### src/rtl/cache_fill_ctrl.sv
// Cache-miss block fill controller: pipelined reads of one block, in sequential
// or critical-word-first order, with early forwarding of the missed word.
module cache_fill_ctrl #(
   parameter int ADDR_W          = 16,
   parameter int DATA_W          = 16,
   parameter int WORDS_PER_BLOCK = 8,
   parameter int MAX_OUTSTANDING = 4,
   parameter int CWF             = 0
) (
   input  logic                               clk,
   input  logic                               rst,
   input  logic                               miss_detected,
   input  logic [ADDR_W-1:0]                  miss_address,
   output logic                               mem_req,
   input  logic                               mem_ready,
   output logic [ADDR_W-1:0]                  mem_addr,
   input  logic [DATA_W-1:0]                  mem_rdata,
   input  logic                               mem_rvalid,
   output logic                               fsm_busy,
   output logic                               write_data_array,
   output logic [$clog2(WORDS_PER_BLOCK)-1:0] data_word_idx,
   output logic [DATA_W-1:0]                  write_data,
   output logic                               write_tag_array,
   output logic [ADDR_W-1:0]                  fill_addr,
   output logic [DATA_W-1:0]                  req_data,
   output logic                               req_data_valid
);

   localparam int BYTE_W = $clog2(DATA_W / 8);
   localparam int IDX_W  = $clog2(WORDS_PER_BLOCK);
   localparam int OFF_W  = IDX_W + BYTE_W;
   localparam int CNT_W  = IDX_W + 1;

   localparam logic [CNT_W-1:0]  BLOCK_CNT = CNT_W'(WORDS_PER_BLOCK);
   localparam logic [CNT_W-1:0]  LAST_CNT  = CNT_W'(WORDS_PER_BLOCK - 1);
   localparam logic [CNT_W-1:0]  MAX_CNT   = CNT_W'(MAX_OUTSTANDING);
   localparam logic [ADDR_W-1:0] OFF_MASK  = ADDR_W'((1 << OFF_W) - 1);

   typedef enum logic [1:0] {IDLE, FILL, DONE} state_t;

   state_t            state, state_next;
   logic [IDX_W-1:0]  crit;
   logic [CNT_W-1:0]  issued, returned, outstanding;
   logic [IDX_W-1:0]  req_idx, ret_idx;
   logic              issue_fire, ret_fire;

   // Word order: plain ascending, or rotated so the missed word comes first.
   assign req_idx = (CWF != 0) ? crit + issued[IDX_W-1:0]   : issued[IDX_W-1:0];
   assign ret_idx = (CWF != 0) ? crit + returned[IDX_W-1:0] : returned[IDX_W-1:0];

   assign ret_fire   = (state == FILL) && mem_rvalid && (outstanding != '0);
   assign issue_fire = mem_req && mem_ready;
   assign write_data = mem_rdata;

   // NOTE: sequential state uses non-blocking assignments so every register
   // samples pre-edge values regardless of process evaluation order.
   always_ff @(posedge clk or posedge rst) begin
      if (rst) state <= IDLE;
      else     state <= state_next;
   end

   // NOTE: every output of a combinational block gets a default first, so no
   // path leaves it unassigned and no latch is inferred.
   always_comb begin
      state_next = state;
      unique case (state)
         IDLE:    if (miss_detected) state_next = FILL;
         FILL:    if (ret_fire && (returned == LAST_CNT)) state_next = DONE;
         DONE:    state_next = IDLE;
         default: state_next = IDLE;
      endcase
   end

   // A return in the same cycle frees a slot, so a request may go out alongside it.
   always_comb begin
      mem_req          = 1'b0;
      mem_addr         = '0;
      fsm_busy         = (state != IDLE);
      write_data_array = 1'b0;
      data_word_idx    = '0;
      req_data_valid   = 1'b0;
      write_tag_array  = (state == DONE);
      if (state == FILL) begin
         mem_req          = (issued < BLOCK_CNT) && ((outstanding < MAX_CNT) || ret_fire);
         mem_addr         = fill_addr + (ADDR_W'(req_idx) << BYTE_W);
         write_data_array = ret_fire;
         data_word_idx    = ret_idx;
         req_data_valid   = ret_fire && (ret_idx == crit);
      end
   end

   always_ff @(posedge clk or posedge rst) begin
      if (rst) begin
         fill_addr   <= '0;
         crit        <= '0;
         issued      <= '0;
         returned    <= '0;
         outstanding <= '0;
         req_data    <= '0;
      end else begin
         if ((state == IDLE) && miss_detected) begin
            fill_addr   <= miss_address & ~OFF_MASK;
            crit        <= miss_address[OFF_W-1:BYTE_W];
            issued      <= '0;
            returned    <= '0;
            outstanding <= '0;
         end else if (state == FILL) begin
            if (issue_fire) issued   <= issued + 1'b1;
            if (ret_fire)   returned <= returned + 1'b1;
            if (issue_fire && !ret_fire)      outstanding <= outstanding + 1'b1;
            else if (!issue_fire && ret_fire) outstanding <= outstanding - 1'b1;
         end
         if (ret_fire && (ret_idx == crit)) req_data <= mem_rdata;
      end
   end

endmodule

### config.mk
export PLATFORM = sky130hd
export DESIGN_NAME = cache_fill_ctrl
export DESIGN_NICKNAME = d
export VERILOG_FILES = /design/src/rtl/cache_fill_ctrl.sv
export SDC_FILE = /design/constraint.sdc
export NUM_CORES = 1
export LEC_CHECK = 0
export ABC_CLOCK_PERIOD_IN_PS = 4050
export CORE_UTILIZATION = 25
export CTS_CLUSTER_DIAMETER = 150
export DETAILED_ROUTE_END_ITERATION = 16
export REMOVE_ABC_BUFFERS = 1
export SYNTH_ARGS = -nofsm -noshare
export SYNTH_HDL_FRONTEND = slang
export SYNTH_SLANG_ARGS = --single-unit
### constraint.sdc
create_clock -name clk -period 4.05 [get_ports clk]
set_input_delay 0.81 -clock clk [delete_from_list [all_inputs] [get_ports clk]]
set_output_delay 0.81 -clock clk [all_outputs]
set_load 0.005 [all_outputs]
Yosys cells after proc, flatten, opt, wreduce, memory -nomap -nowiden --
Cells that the tools add are included.
Cells by class: reductions and logical operators 23, mux-type cells 18, equality and inequality tests 6, $add $sub $neg 5, $lt $le $gt $ge 2
Operators with widths (number):
- two-way mux 4 bit | 10
- adder 16 x 4 -> 16 bit | 1
- two-way mux 16 bit | 1
- adder 4 x 1 -> 4 bit (second input constant) | 3
- logical AND 1 bit | 9
- AND reduction 2 bit | 4
- nonzero test 2 bit | 4
- == test 4 x 3 -> 1 bit (second input constant) | 1
- < comparator 4 x 3 -> 1 bit (second input constant) | 1
- < comparator 4 bit (second input constant) | 1
- two-way mux 2 bit | 2
- != test 2 bit (second input constant) | 2
- one-hot mux 2 bit (2 select lines) | 1
- nonzero test 4 bit | 1
- subtractor 4 x 1 -> 4 bit (second input constant) | 1
- == test 3 bit | 1
- two-way mux 1 bit | 3
- two-way mux 3 bit | 1
- nonzero test 3 bit | 1
- == test 2 x 1 -> 1 bit (second input constant) | 1
- == test 2 bit (second input constant) | 1
- logical NOT 1 bit | 2
- logical NOT 2 bit | 1
- logical OR 1 bit | 1
Word-level totals: bits in registers 45, bits of input ports 37, output and inout bits 72, logic and storage cells 61

Longest topological paths before layout --
depth after elaboration 13, gate-level depth with buffers 8, mapped depth without buffers 8

Least setup slack after synthesis --
Ideal clock, no wire load.
kind reg-to-reg, start reg outstanding[3], end reg outstanding[3], buffers on the path 0, period minus slack after synthesis 2.807 ns, cell stages (with the launch flop) 9, required time 3.981 ns, setup time 0.069 ns, arrival time 2.738 ns, slack 1.243 ns, cells stage by stage dfrtp_1 > or4_4 > a2111oi_4 > inv_1 > ha_1 > a21oi_1 > nand2_1 > or4b_2 > nand3_1
On the way: longest elaborated chain between the ends 10, elaborated cells between the ends (all ways) 19, classes of those cells add/sub (2); order compare (1); mux (5); reduce/logical (11)
Ends and longest elaborated chain:
- from (decl) | line 43 | logic [CNT_W-1:0] issued, returned, outstanding;
- from (signal assigned) | line 110 | if (issue_fire && !ret_fire) outstanding <= outstanding + 1'b1;
- from (signal assigned) | line 111 | else if (!issue_fire && ret_fire) outstanding <= outstanding - 1'b1;
- parallel branches: the longest is 10 deep, another holds < comparator 4 x 3 -> 1 bit
Parallel ways; which one is timed is not known. The select of a mux whose other input is x is not followed. A chain may end at the register's enable or synchronous reset.

Worst setup path in the final report --
start in mem_rvalid, end reg outstanding[3]
On the way: longest elaborated chain between the ends 10, elaborated cells between the ends (all ways) 15, classes of those cells mux (4); reduce/logical (11)
Ends and longest elaborated chain:
- from (decl) | line 18 | input logic mem_rvalid,
- logical AND 1 bit (*) (2 in a row) | line 51 | assign ret_fire = (state == FILL) && mem_rvalid && (outstanding != '0);
- logical OR 1 bit | line 84 | mem_req = (issued < BLOCK_CNT) && ((outstanding < MAX_CNT) || ret_fire);
- logical AND 1 bit | line 84
- two-way mux 1 bit | line 83 | if (state == FILL) begin
- logical AND 1 bit | line 52 | assign issue_fire = mem_req && mem_ready;
- logical AND 1 bit or logical NOT 1 bit (tied branches) | line 110, 111
- two-way mux 4 bit or logical AND 1 bit (tied branches) | line 110, 111
- two-way mux 4 bit or nonzero test 3 bit (tied branches)
- two-way mux 4 bit or AND reduction 2 bit (tied branches)
Mark *: on every way between the ends. The rest lies on a longest branch, timed or not. The select of a mux whose other input is x is not followed.

==> summary.md <==
| Metric | Value |
|---|---|
| Outcome | finished, final reports clean |
| Worst slew margin | 0.373 |
| Min Hold Slack | 0.498 ns |
| Final setup viols | 0 |
| Syn. warnings | 0 |
| Yosys reg bits | 45 |
| Post-Synthesis Cells | 225 |
| Crit path required time | 4.28 ns |
| Via count | 1784 |
| Reg2Reg Setup Slack | 1.04 ns |
| Initial DRC count | 27 |
| WL met3 | 254 um |
| Seq/Total Area, Yosys | 0.472 |
| Kind of critical path | input pin to flop |
| IO buf count | 102 |
| Layout filler cell count | 934 |
| Post-CTS setup buffers | 0 |
| Total power | 2.49 mW |
| Commonest non-fill, non-tap cell in the layout | clkdlybuf4s50_1 |
| Total gr overflow | 0 |
| Routability congestion estimate from global placement | 0.758 |
| Max FO, Critical Path | 5 |
| Leak pwr | 1.56 nW |
| Met2 routed WL | 2.85 mm |
| # DRC | 0 |
| Initial DRT Pass Iterations | 4 |
| First-pass GRT wire length | 9.21 mm |
| FF+latch area | 1130 um^2 |
| TNS Setup | 0 ns |
| Num Clock Sinks | 45 |
| Fin crit period | 3.26 ns |
| Initial antenna violation count | 0 |
| Initial Util | 0.258 |
| Slew @ Worst Pin | 0.940 ns |
| Worst VDD drop | 0.000217 V |
| Remaining antenna violation count | 0 |
| Total Routed Length | 5.53 mm |
| Routed wire per std cell | 12.5 um |
| Worst Skew | 0.00591 ns |
| Root Driver | clkbuf_8 |
| CTS tree | yes |
| Die X | 99.6 um |
| Worst Path Arrival | 3.49 ns |
| Final Instance Area | 3500 um^2 |
| Cell row count | 35 |
| CTS clk-pin slew, worst paths | 0.08 ns |
| Reg2Reg Depth | 8 |
| CP Capture Type | flop |
| F_max | 307 MHz |
| Die height | 99.6 um |
| Max-cap viol count | 0 |
| PD cells | 710 nW/um^2 |
| Largest net degree at the start of global routing | 46 |
| Min-Delay Path Class | flop to flop |
| Clk_lat worst skew | 0.29 ns |
| Synth-to-Final Area Change | 46.9% |
| Hold path endpoint | fill_addr[4] |
| # nets final | 354 |
| Most frequent cells in the layout | clkdlybuf4s50_1 (102), nand2_1 (56), dfrtp_1 (45) |
| RR Endpoint | outstanding[3] |
| Final Cycle Share | 0.804 |
| Area post-placement | 3400 um^2 |
| Cell depth of the worst min-delay path | 2 |
| Core box area | 9240 um^2 |
| Netlist Area Pre-Place | 2380 um^2 |
| Final hold violations | 0 |
| Worst setup SP type | input pin |
| Reg-to-reg startpoint | outstanding[3] |
| M1 wire length | 2.39 mm |
| Via/cell ratio | 4.04 |
| Cts bufs inserted | 5 |
| Hold path startpoint | fill_addr[4] |
| Layout cells sized above 1 | 0.128 |
| Avg Inst Size Synth | 10.6 um^2 |
| Die ar. | 9930 um^2 |
| Placed wire-length estimate | 4.12 mm |
| Slew Limit Fails | 0 |
| Unique masters post-synth | 42 |
| IO Count | 109 |
| Vias in the first global route | 1836 |
| Fraction of registers with async set/reset | 1.00 |
| Max layer used | met4 |
| Ant diodes | 0 |
| RSZ-0062 raised after global routing | no |
| Number of synthesized flops with an enable pin | 0 |
| GRT Overall Usage | 0.118 |
| Area of the multi-input gates | 1050 um^2 |
| Placed insts | 434 |
| Ys flop type | dfrtp_1 |
| Worst-case clock buffer depth | 2 |
| Cts hold-fix bufs | 0 |
| Cells resized by post-CTS repair | 0 |
| Final std cells w/o fill | 442 |
| H-tree depth | 2 |
-- metrics by stage --
stage	util	worst slack [ns]
floorplan	-	1.24
global placement	0.368	0.539
detailed placement	0.368	0.471
CTS	0.379	0.793
global route	0.379	0.686
finish	0.379	0.792
-- state kept, by name, indices dropped and copies added, names as in the netlist --
name,flops
state,2
req_data,16
fill_addr,12
returned,4
crit,3
issued,4
outstanding,4
-- cells in the mapped netlist, types with 2 or more instances --
library cell / instances / share of area
buf_4: 21 / 0.066
mux2i_1: 3 / 0.013
nand2b_1: 2 / 0.0052
ha_1: 4 / 0.021
dfrtp_1: 45 / 0.47
inv_1: 6 / 0.0094
a21oi_1: 3 / 0.0063
xor2_1: 2 / 0.0074
nor2_1: 7 / 0.011
nand2_1: 56 / 0.088
mux2_4: 9 / 0.057
clkbuf_1: 6 / 0.0094
and2_1: 18 / 0.047
nand3_1: 4 / 0.0084
xnor2_1: 6 / 0.022
mux2_2: 7 / 0.033
-- where the power goes --
part           total (mW)  switching (mW)  internal [mW]
Sequential          0.832           0.166          0.666
Clock               0.302           0.148          0.154
Combinational        1.35           0.521          0.832
-- how the worst max path moves through the flow --
stage                   start        endpoint  cells past startpoint
2_1_floorplan  outstanding[3]  outstanding[3]                      8
3_3_place_gp       mem_rvalid  outstanding[3]                      9
3_5_place_dp       mem_rvalid  outstanding[3]                      9
4_1_cts            mem_rvalid  outstanding[3]                      9
5_1_grt            mem_rvalid  outstanding[3]                      9
6_report           mem_rvalid  outstanding[3]                      9
-- final cells by class --
cell class                 count  area share
inverter                       7     0.00893
clock inverter                 1     0.00143
multi-input combinational    149       0.299
timing repair buffer         104       0.296
clock buffer                   7      0.0275
sequential                    45       0.322
tap                          129      0.0461
-- cells by family after synthesis --
group / synth area share
XOR/XNOR: 0.0362
flip-flops: 0.472
adder cells (fa/ha/maj): 0.0294
buffers and inverters: 0.0971
AND/OR/NAND/NOR: 0.219
other: 0.00157
multiplexers: 0.102
AO/OA/AOI/OAI: 0.0415
-- critical path, stage by stage --
cell	delay, ns
clkdlybuf4s50_1	0.62
o21ba_2	0.25
a2111oi_4	0.35
inv_1	0.12
ha_1	0.33
a21oi_1	0.16
nand2_1	0.11
or4b_2	0.64
nand3_1	0.10
-- per-layer routing --
layer  track usage  vias up
met2         0.209       49
met4        0.0271        0
met3        0.0295        5
li1              -      879
met1         0.145      851
met5             0        -
Note: power is estimated with default switching activity, not from simulation.
